`src/rtl/dcache_pkg.sv`:
```
// dcache_pkg: shared state encoding and address-geometry helpers for the direct-mapped data cache.
package dcache_pkg;

    typedef enum logic [1:0] {IDLE, REFILL, WRITE, DONE} state_t;

    function automatic int log2i(input int n);
        return $clog2(n);
    endfunction

    function automatic int tag_bits(input int aw, input int sets, input int wpl);
        return aw - 2 - $clog2(sets) - $clog2(wpl);
    endfunction

endpackage

```
`src/rtl/dcache_array.sv`:
```
// dcache_array: tag/valid/data storage with combinational read, synchronous write and a whole-cache valid clear.
module dcache_array
    import dcache_pkg::*;
#(
    parameter int SETS = 16,
    parameter int WORDS_PER_LINE = 4,
    parameter int TAG_W = 24,
    parameter int DATA_WIDTH = 32,
    localparam int IW = log2i(SETS),
    localparam int OW = log2i(WORDS_PER_LINE)
) (
    input  logic                  clk,
    input  logic                  rst,
    input  logic [IW-1:0]         rd_index,
    input  logic [OW-1:0]         rd_word,
    output logic [TAG_W-1:0]      rd_tag,
    output logic                  rd_valid,
    output logic [DATA_WIDTH-1:0] rd_data,
    input  logic                  wr_en,
    input  logic [IW-1:0]         wr_index,
    input  logic [OW-1:0]         wr_word,
    input  logic [DATA_WIDTH-1:0] wr_data,
    input  logic                  tag_en,
    input  logic [TAG_W-1:0]      wr_tag,
    input  logic                  clear
);

    logic [DATA_WIDTH-1:0] data [SETS*WORDS_PER_LINE];
    logic [TAG_W-1:0]      tags [SETS];
    logic [SETS-1:0]       valid;

    assign rd_data  = data[{rd_index, rd_word}];
    assign rd_tag   = tags[rd_index];
    assign rd_valid = valid[rd_index];

    always_ff @(posedge clk) begin
        if (wr_en) data[{wr_index, wr_word}] <= wr_data;
        if (tag_en) tags[wr_index] <= wr_tag;
    end

    // A clear coinciding with a line fill wins, so the fresh line is dropped too.
    always_ff @(posedge clk or posedge rst)
        if (rst) valid <= '0;
        else if (clear) valid <= '0;
        else if (tag_en) valid[wr_index] <= 1'b1;

endmodule

```
`src/rtl/dcache_dm.sv`:
```
// dcache_dm: direct-mapped write-through, no-write-allocate data cache with a
// stalling handshake to a variable-latency backing memory.
module dcache_dm
    import dcache_pkg::*;
#(
    parameter int ADDRESS_WIDTH = 32,
    parameter int DATA_WIDTH = 32,
    parameter int SETS = 16,
    parameter int WORDS_PER_LINE = 4,
    parameter int CNT_WIDTH = 16
) (
    input  logic                     clk,
    input  logic                     rst,
    input  logic                     cpu_valid,
    input  logic                     cpu_we,
    input  logic [ADDRESS_WIDTH-1:0] cpu_addr,
    input  logic [DATA_WIDTH-1:0]    cpu_wdata,
    output logic [DATA_WIDTH-1:0]    cpu_rdata,
    output logic                     cpu_stall,
    input  logic                     flush,
    output logic                     mem_req,
    output logic                     mem_we,
    output logic [ADDRESS_WIDTH-1:0] mem_addr,
    output logic [DATA_WIDTH-1:0]    mem_wdata,
    input  logic [DATA_WIDTH-1:0]    mem_rdata,
    input  logic                     mem_ready,
    output logic [CNT_WIDTH-1:0]     hit_count,
    output logic [CNT_WIDTH-1:0]     miss_count
);

    localparam int OW = log2i(WORDS_PER_LINE);
    localparam int IW = log2i(SETS);
    localparam int TW = tag_bits(ADDRESS_WIDTH, SETS, WORDS_PER_LINE);

    state_t state, next;
    logic [ADDRESS_WIDTH-3:0] lat_addr;
    logic [DATA_WIDTH-1:0]    lat_wdata;
    logic [OW-1:0]            cnt;
    logic [TW-1:0]            rd_tag;
    logic                     rd_valid, hit, flush_pending, replay, apply, fill, count_en;
    logic                     unused_bits;

    wire [OW-1:0] cpu_word  = cpu_addr[2 +: OW];
    wire [IW-1:0] cpu_index = cpu_addr[2+OW +: IW];
    wire [TW-1:0] cpu_tag   = cpu_addr[ADDRESS_WIDTH-1 -: TW];
    wire [IW-1:0] lat_index = lat_addr[OW +: IW];
    wire [TW-1:0] lat_tag   = lat_addr[ADDRESS_WIDTH-3 -: TW];

    assign unused_bits = ^cpu_addr[1:0];
    assign hit         = rd_valid && rd_tag == cpu_tag;
    assign fill        = state == REFILL && mem_ready;
    assign mem_wdata   = lat_wdata;
    // The first IDLE cycle after a refill replays the held load; it was already counted.
    assign count_en    = state == IDLE && cpu_valid && !replay;
    assign apply       = (flush || flush_pending) && (state == IDLE || next == IDLE);

    dcache_array #(
        .SETS(SETS), .WORDS_PER_LINE(WORDS_PER_LINE), .TAG_W(TW), .DATA_WIDTH(DATA_WIDTH)
    ) u_array (
        .clk(clk),
        .rst(rst),
        .rd_index(cpu_index),
        .rd_word(cpu_word),
        .rd_tag(rd_tag),
        .rd_valid(rd_valid),
        .rd_data(cpu_rdata),
        .wr_en(fill || (state == IDLE && cpu_valid && cpu_we && hit)),
        .wr_index(state == REFILL ? lat_index : cpu_index),
        .wr_word(state == REFILL ? cnt : cpu_word),
        .wr_data(state == REFILL ? mem_rdata : cpu_wdata),
        .tag_en(fill && cnt == OW'(WORDS_PER_LINE - 1)),
        .wr_tag(lat_tag),
        .clear(apply)
    );

    always_comb begin
        next = state;
        mem_req = 1'b0;
        mem_we = 1'b0;
        mem_addr = '0;
        cpu_stall = 1'b0;
        case (state)
            IDLE: if (cpu_valid && (cpu_we || !hit)) begin
                cpu_stall = 1'b1;
                next = cpu_we ? WRITE : REFILL;
            end
            REFILL: begin
                cpu_stall = 1'b1;
                mem_req = 1'b1;
                mem_addr = {lat_addr[ADDRESS_WIDTH-3:OW], cnt, 2'b00};
                if (mem_ready && cnt == OW'(WORDS_PER_LINE - 1)) next = IDLE;
            end
            WRITE: begin
                cpu_stall = 1'b1;
                mem_req = 1'b1;
                mem_we = 1'b1;
                mem_addr = {lat_addr, 2'b00};
                if (mem_ready) next = DONE;
            end
            default: next = IDLE;
        endcase
    end

    always_ff @(posedge clk or posedge rst)
        if (rst) begin
            state <= IDLE;
            cnt <= '0;
            flush_pending <= 1'b0;
            replay <= 1'b0;
            lat_addr <= '0;
            lat_wdata <= '0;
            hit_count <= '0;
            miss_count <= '0;
        end else begin
            state <= next;
            flush_pending <= (flush || flush_pending) && !apply;
            replay <= state == REFILL && next == IDLE;
            if (state == IDLE && cpu_valid) begin
                lat_addr <= cpu_addr[ADDRESS_WIDTH-1:2];
                lat_wdata <= cpu_wdata;
                cnt <= '0;
            end
            if (fill) cnt <= cnt + 1'b1;
            if (count_en && hit && hit_count != '1) hit_count <= hit_count + 1'b1;
            if (count_en && !hit && miss_count != '1) miss_count <= miss_count + 1'b1;
        end

endmodule

```
`config.mk`:
```
export PLATFORM = sky130hd
export DESIGN_NAME = dcache_dm
export DESIGN_NICKNAME = d
export VERILOG_FILES = /design/src/rtl/dcache_pkg.sv /design/src/rtl/dcache_array.sv /design/src/rtl/dcache_dm.sv
export SDC_FILE = /design/constraint.sdc
export NUM_CORES = 2
export LEC_CHECK = 0
export CELL_PAD_IN_SITES_DETAIL_PLACEMENT = 1
export CELL_PAD_IN_SITES_GLOBAL_PLACEMENT = 1
export CORE_ASPECT_RATIO = 2
export CORE_MARGIN = 2
export CORE_UTILIZATION = 55
export CTS_CLUSTER_DIAMETER = 120
export DETAILED_ROUTE_END_ITERATION = 8
export PLACE_DENSITY = 0.8
export REMOVE_ABC_BUFFERS = 1
export SLEW_MARGIN = 20
export SYNTH_ARGS = -nofsm -noshare
export SYNTH_HDL_FRONTEND = slang
export SYNTH_HIERARCHICAL = 1
export SYNTH_SLANG_ARGS = --single-unit
export TNS_END_PERCENT = 5
```
`constraint.sdc`:
```
create_clock -name clk -period 7 [get_ports clk]
set_input_delay 0.7 -clock clk [delete_from_list [all_inputs] [get_ports clk]]
set_output_delay 0.7 -clock clk [all_outputs]
set_load 0.005 [all_outputs]
```
# Word-level counts from Yosys, hierarchy flattened
# Memories as Yosys holds them, arrays and structs flattened.
# Cells that the tools add are included.
dict set report totals {
  ramBits 2432
  input_bits 102
  regBits 116
  memories 2
  elab_cells 78
  out_inout_bits 131
}
dict set report op_classes {
  n_reduce_logical 29
  magnitude_cmp 3
  addsub 3
  n_eq_ne 6
  muxes 25
  bitwise 1
}
# name words width rd rd_ports_with_merged_regs wr line
set memory_table {}
lappend memory_table {u_array.data 64 32 1 0 1 dcache_array.sv:28} ;# logic [DATA_WIDTH-1:0] data [SETS*WORDS_PER_LINE];
lappend memory_table {u_array.tags 16 24 1 0 1 dcache_array.sv:29} ;# logic [TAG_W-1:0] tags [SETS];
# operator n
set op_table {}
lappend op_table {{$pmux W32 S2} 1}
lappend op_table {{$add A16 B1 Y16 const B} 2}
lappend op_table {{$mux W16} 2}
lappend op_table {{$mux W32} 1}
lappend op_table {{$ne A16 B16 Y1 const B} 2}
lappend op_table {{$eq A24 B24 Y1} 1}
lappend op_table {{$logic_and A1 B1 Y1} 17}
lappend op_table {{$or A16 B16 Y16} 1}
lappend op_table {{$mux W2} 7}
lappend op_table {{$lt A4 B5 Y1 const B} 2}
lappend op_table {{$mux W1} 9}
lappend op_table {{$pmux W2 S3} 1}
lappend op_table {{$bmux W1 S4} 1}
lappend op_table {{$demux W1 S4} 1}
lappend op_table {{$eq A2 B2 Y1 const B} 2}
lappend op_table {{$ge A4 B1 Y1 const B} 1}
lappend op_table {{$logic_not A2 Y1} 2}
lappend op_table {{$logic_or A1 B1 Y1} 4}
lappend op_table {{$mux W4} 1}
lappend op_table {{$reduce_bool A2 Y1} 2}
lappend op_table {{$logic_not A1 Y1} 3}
lappend op_table {{$add A2 B1 Y2 const B} 1}
lappend op_table {{$eq A2 B1 Y1 const B} 1}
lappend op_table {{$pmux W1 S2} 1}
lappend op_table {{$reduce_or A2 Y1} 1}

# Logic depth before layout (Yosys ltp)
dict set report depth {
  depth_word 13
  ltp_mapped 14
  ltp_nobuf 10
}

# By module
# The synthesis kept the hierarchy.
# mod instances area_per_inst_um2 cells_each seq_area_each_um2
set by_module_without_submodules {}
lappend by_module_without_submodules {dcache_array 1 93160.6 4155 73430.4}
lappend by_module_without_submodules {dcache_dm 1 5143.7 437 2502.4}

# Least setup slack after synthesis
# Ideal clock, no wire load.
dict set report synth_timing {
  path_kind {input port to flip-flop}
  start {input port cpu_addr[4]}
  end {memory u_array.data[50][0] (enable)}
  t_arrival_ps 6802
  setup_slack_ps -263
  required_time_ps 6539
  n_path_buf 3
  stages 13
  cell_sequence {buf_2 -> buf_1 -> mux4_2 -> mux4_2 -> xnor2_1 -> nand4_1 -> or4_1 -> or3_4 -> clkbuf_1 -> o21ai_0 -> nor3b_1 -> nand2_1 -> nor3_1}
}
dict set report synth_via {
  elab_chain_len 7
}
# element line
set synth_rtl {}
lappend synth_rtl {{from (decl)} dcache_dm.sv:16} ;# input logic [ADDRESS_WIDTH-1:0] cpu_addr,
lappend synth_rtl {{$mem_v2 Z16 W24} n/a}
lappend synth_rtl {{named net rd_tag[15]} dcache_dm.sv:39} ;# logic [TW-1:0] rd_tag;
lappend synth_rtl {{$eq A24 B24 Y1} dcache_dm.sv:50} ;# assign hit = rd_valid && rd_tag == cpu_tag;
lappend synth_rtl {{$logic_and A1 B1 Y1} dcache_dm.sv:50}
lappend synth_rtl {{$logic_and A1 B1 Y1} dcache_dm.sv:67} ;# .wr_en(fill || (state == IDLE && cpu_valid && cpu_we && hit)),
lappend synth_rtl {{$logic_or A1 B1 Y1} dcache_dm.sv:67}
lappend synth_rtl {{$mux W1} dcache_array.sv:37} ;# if (wr_en) data[{wr_index, wr_word}] <= wr_data;
lappend synth_rtl {{$mux W1 (not written as such)} dcache_array.sv:37}
lappend synth_rtl {{to (decl)} dcache_array.sv:28}
# The timed path passes the listed nets, and every way through them passes these cells. The select of a mux whose other input is x is not followed.

# Final worst setup path
dict set report layout_timing {
  start {input port cpu_addr[4]}
  end {output port cpu_rdata[26]}
}
dict set report layout_via {
  elab_chain_len 1
}
# element line
set layout_rtl {}
lappend layout_rtl {{$mem_v2 Z64 W32} n/a}
lappend layout_rtl {{to (decl)} dcache_dm.sv:18} ;# output logic [DATA_WIDTH-1:0] cpu_rdata,
# No other way between the ends.

==> metrics.yaml <==
crit_type: "in2out"
dpl_cell_area_sq_mm: 0.105
syn_avg_cell_area_sq_um: 21.4
tns_ns: 0
fin_cells: 7463
drtPass1Iterations: 9
critical_path.top_delay_family: "buffers and inverters"
crit_fanout: 70
holdCritPathClass: "in2async"
gp_congestion: 0.868
ys_ff_latch: 2548
hold_slack_ns: 0.333
grt_max_degree: 83
violations: "design-rule violations"
wire_per_inst_microns: 37.9
crit_path_end_kind: "primary output"
grt.total_usage: 0.315
die_w_microns: 303
h-tree-depth: 4
critPathBufInv: 6
nNetsFinal: 5088
cts_sinks: 2548
crit_path_top_delay_cell: "nor2b_4"
setup_violations: 0
grt_pass1_vias: 54517
netlist-cell-type-count: 51
core_sq_mm: 0.178
grt_pass1_wl_microns: 404000
synth_seq_area_share: 0.772
synth_commonest_cells: "edfxtp_1, mux4_2, mux2i_1"
ctsResizeCount: 0
numPortBuffers: 228
worstMarginPinSlew_ns: 1.23
drv_cap: 0
start_util: 0.553
cts_setup_buffers: 0
synth_ff_type: "edfxtp_1"
overflow: 0
viasPerCell: 6.80
async_flop_share: 0.0455
fin_area_sq_mm: 0.112
via_count: 50741
cts_tree: "built"
drive_above_1_share: 0.243
reg2reg_slack_ns: 1.17
clock_path_buffers: 4
yosys-top-cells-area: "edfxtp_1, mux4_2, dfrtp_1"
fin_skew_ns: 0.0717
antenna_left: 0
dieArea_sq_mm: 0.182
grt_setup_unrepaired: "false"
status: "finished, violations left"
power_mw: 34.5
finalCritPeriodShare: 0.865
vdd_drop_max_mv: 0.297
required_ns: 6.30
ioPinCount: 233
clk_latency_ns: 0.88
period_needed_ns: 6.05
synth_edf_count: 2432
synth_cells: 4592
antenna_found_initial: 8
dp_worst_setup_slack_ns: 0.410
dp_cells: 7081
max_stage_delay_ns: 0.79
yosys.area.top_type: "edfxtp_1"
cts-root-buf: "clkbuf_16"
drt_first_iter_violations: 6173
cts.clk_slew.worst_paths_ns: 0.07
final_hold_viol_count: 0
fmax_mhz: 165
syn_area_sq_mm: 0.0983
yosysTopAreaCellShare: 0.743
row_count: 219
dpl.hpwl_microns: 171000
cts_hold_buf: 0
fin_util: 0.629
drc: 3
p_leak_nw: 35.7
wl_microns: 283000
die_y_microns: 602
numCtsBuffers: 208
yosysMostFrequentCell: "edfxtp_1"
cp-start-kind: "input port"
yosys_warnings: 6
synthToLayoutAreaGrowth_pct: 13.8
slew_headroom: 0.176
fin_ws_ns: 0.945
powerDensity_mw_per_mm2: 309
maxSlewViolCount: 0
arrival_ns: 5.35
critical_path.cell_chain: "buf_8 -> buf_4 -> buf_4 -> nor2b_4 -> buf_16 -> buf_4 -> a221oi_1 -> nand2_1 -> and3_1 -> clkdlybuf4s50_1"
crit_top_cell: "buf_4"
worst paths after layout:
kind,start,to,cells after the start
min,rst,u_array/valid[5],2
max in group asynchronous,rst,mem_wdata[23],3
min in group clk,cpu_wdata[1],mem_wdata[1],2
min reg2reg,mem_wdata[24],mem_wdata[24],1
max,cpu_addr[4],cpu_rdata[26],10
max reg2reg,u_array/tags[3][10],u_array/data[50][15],12
flip-flops by register name (all words and copies together), names as in the netlist:
name and flops:
u_array/data 2048, u_array/tags 384, mem_wdata 32, lat_addr 30, hit_count 16, miss_count 16
u_array/valid 16, cnt 2, state 2, flush_pending 1, replay 1
placed cells by master, fill, tap and decap left out, types with 52 or more instances in the layout:
cell and count:
edfxtp_1 2432, a22oi_1 187, nor2_4 76, mux4_2 516
clkbuf_16 212, clkdlybuf4s50_1 222, buf_4 155, nand2_1 73
dfrtp_1 116, nand3_1 59, buf_12 52, mux2_2 89
mux2i_1 240
power by group:
group          switching (mW)  leakage, nW  internal (mW)
Sequential              0.471         23.3           18.2
Clock                    5.44         3.28           6.42
Combinational            2.70         9.05           1.31
kinds of logic (layout without fill, tap and decap cells):
| logic type | Yosys count | after routing | synth area share |
|---|---|---|---|
| multiplexers | 856 | 856 | 0.154 |
| AND/OR/NAND/NOR | 456 | 456 | 0.0235 |
| other | 1 | 3 | 0.0000381 |
| XOR/XNOR | 54 | 54 | 0.00481 |
| flip-flops | 2548 | 2548 | 0.772 |
| buffers and inverters | 269 | 818 | 0.0136 |
| adder cells (fa/ha/maj) | 8 | 8 | 0.00102 |
| AO/OA/AOI/OAI | 400 | 400 | 0.0305 |
layer usage:
metal / GRT usage / up-vias / share of wire
li1: - / 19973 / -
met1: 0.361 / 26718 / 0.32
met5: 0 / - / 0.00025
met2: 0.557 / 3204 / 0.54
met3: 0.0470 / 838 / 0.073
met4: 0.185 / 8 / 0.068
area by class of cell:
| cell class | count | area (sq um) |
|---|---|---|
| fill | 14283 | 66000 |
| timing repair buffer | 436 | 4540 |
| multi-input combinational | 1776 | 21700 |
| clock buffer | 251 | 5540 |
| antenna | 1 | 2.50 |
| sequential | 2548 | 75900 |
| clock inverter | 123 | 1170 |
| inverter | 8 | 32.5 |
| tap | 2320 | 2900 |
No activity file was read; power rests on OpenSTA's default activity.
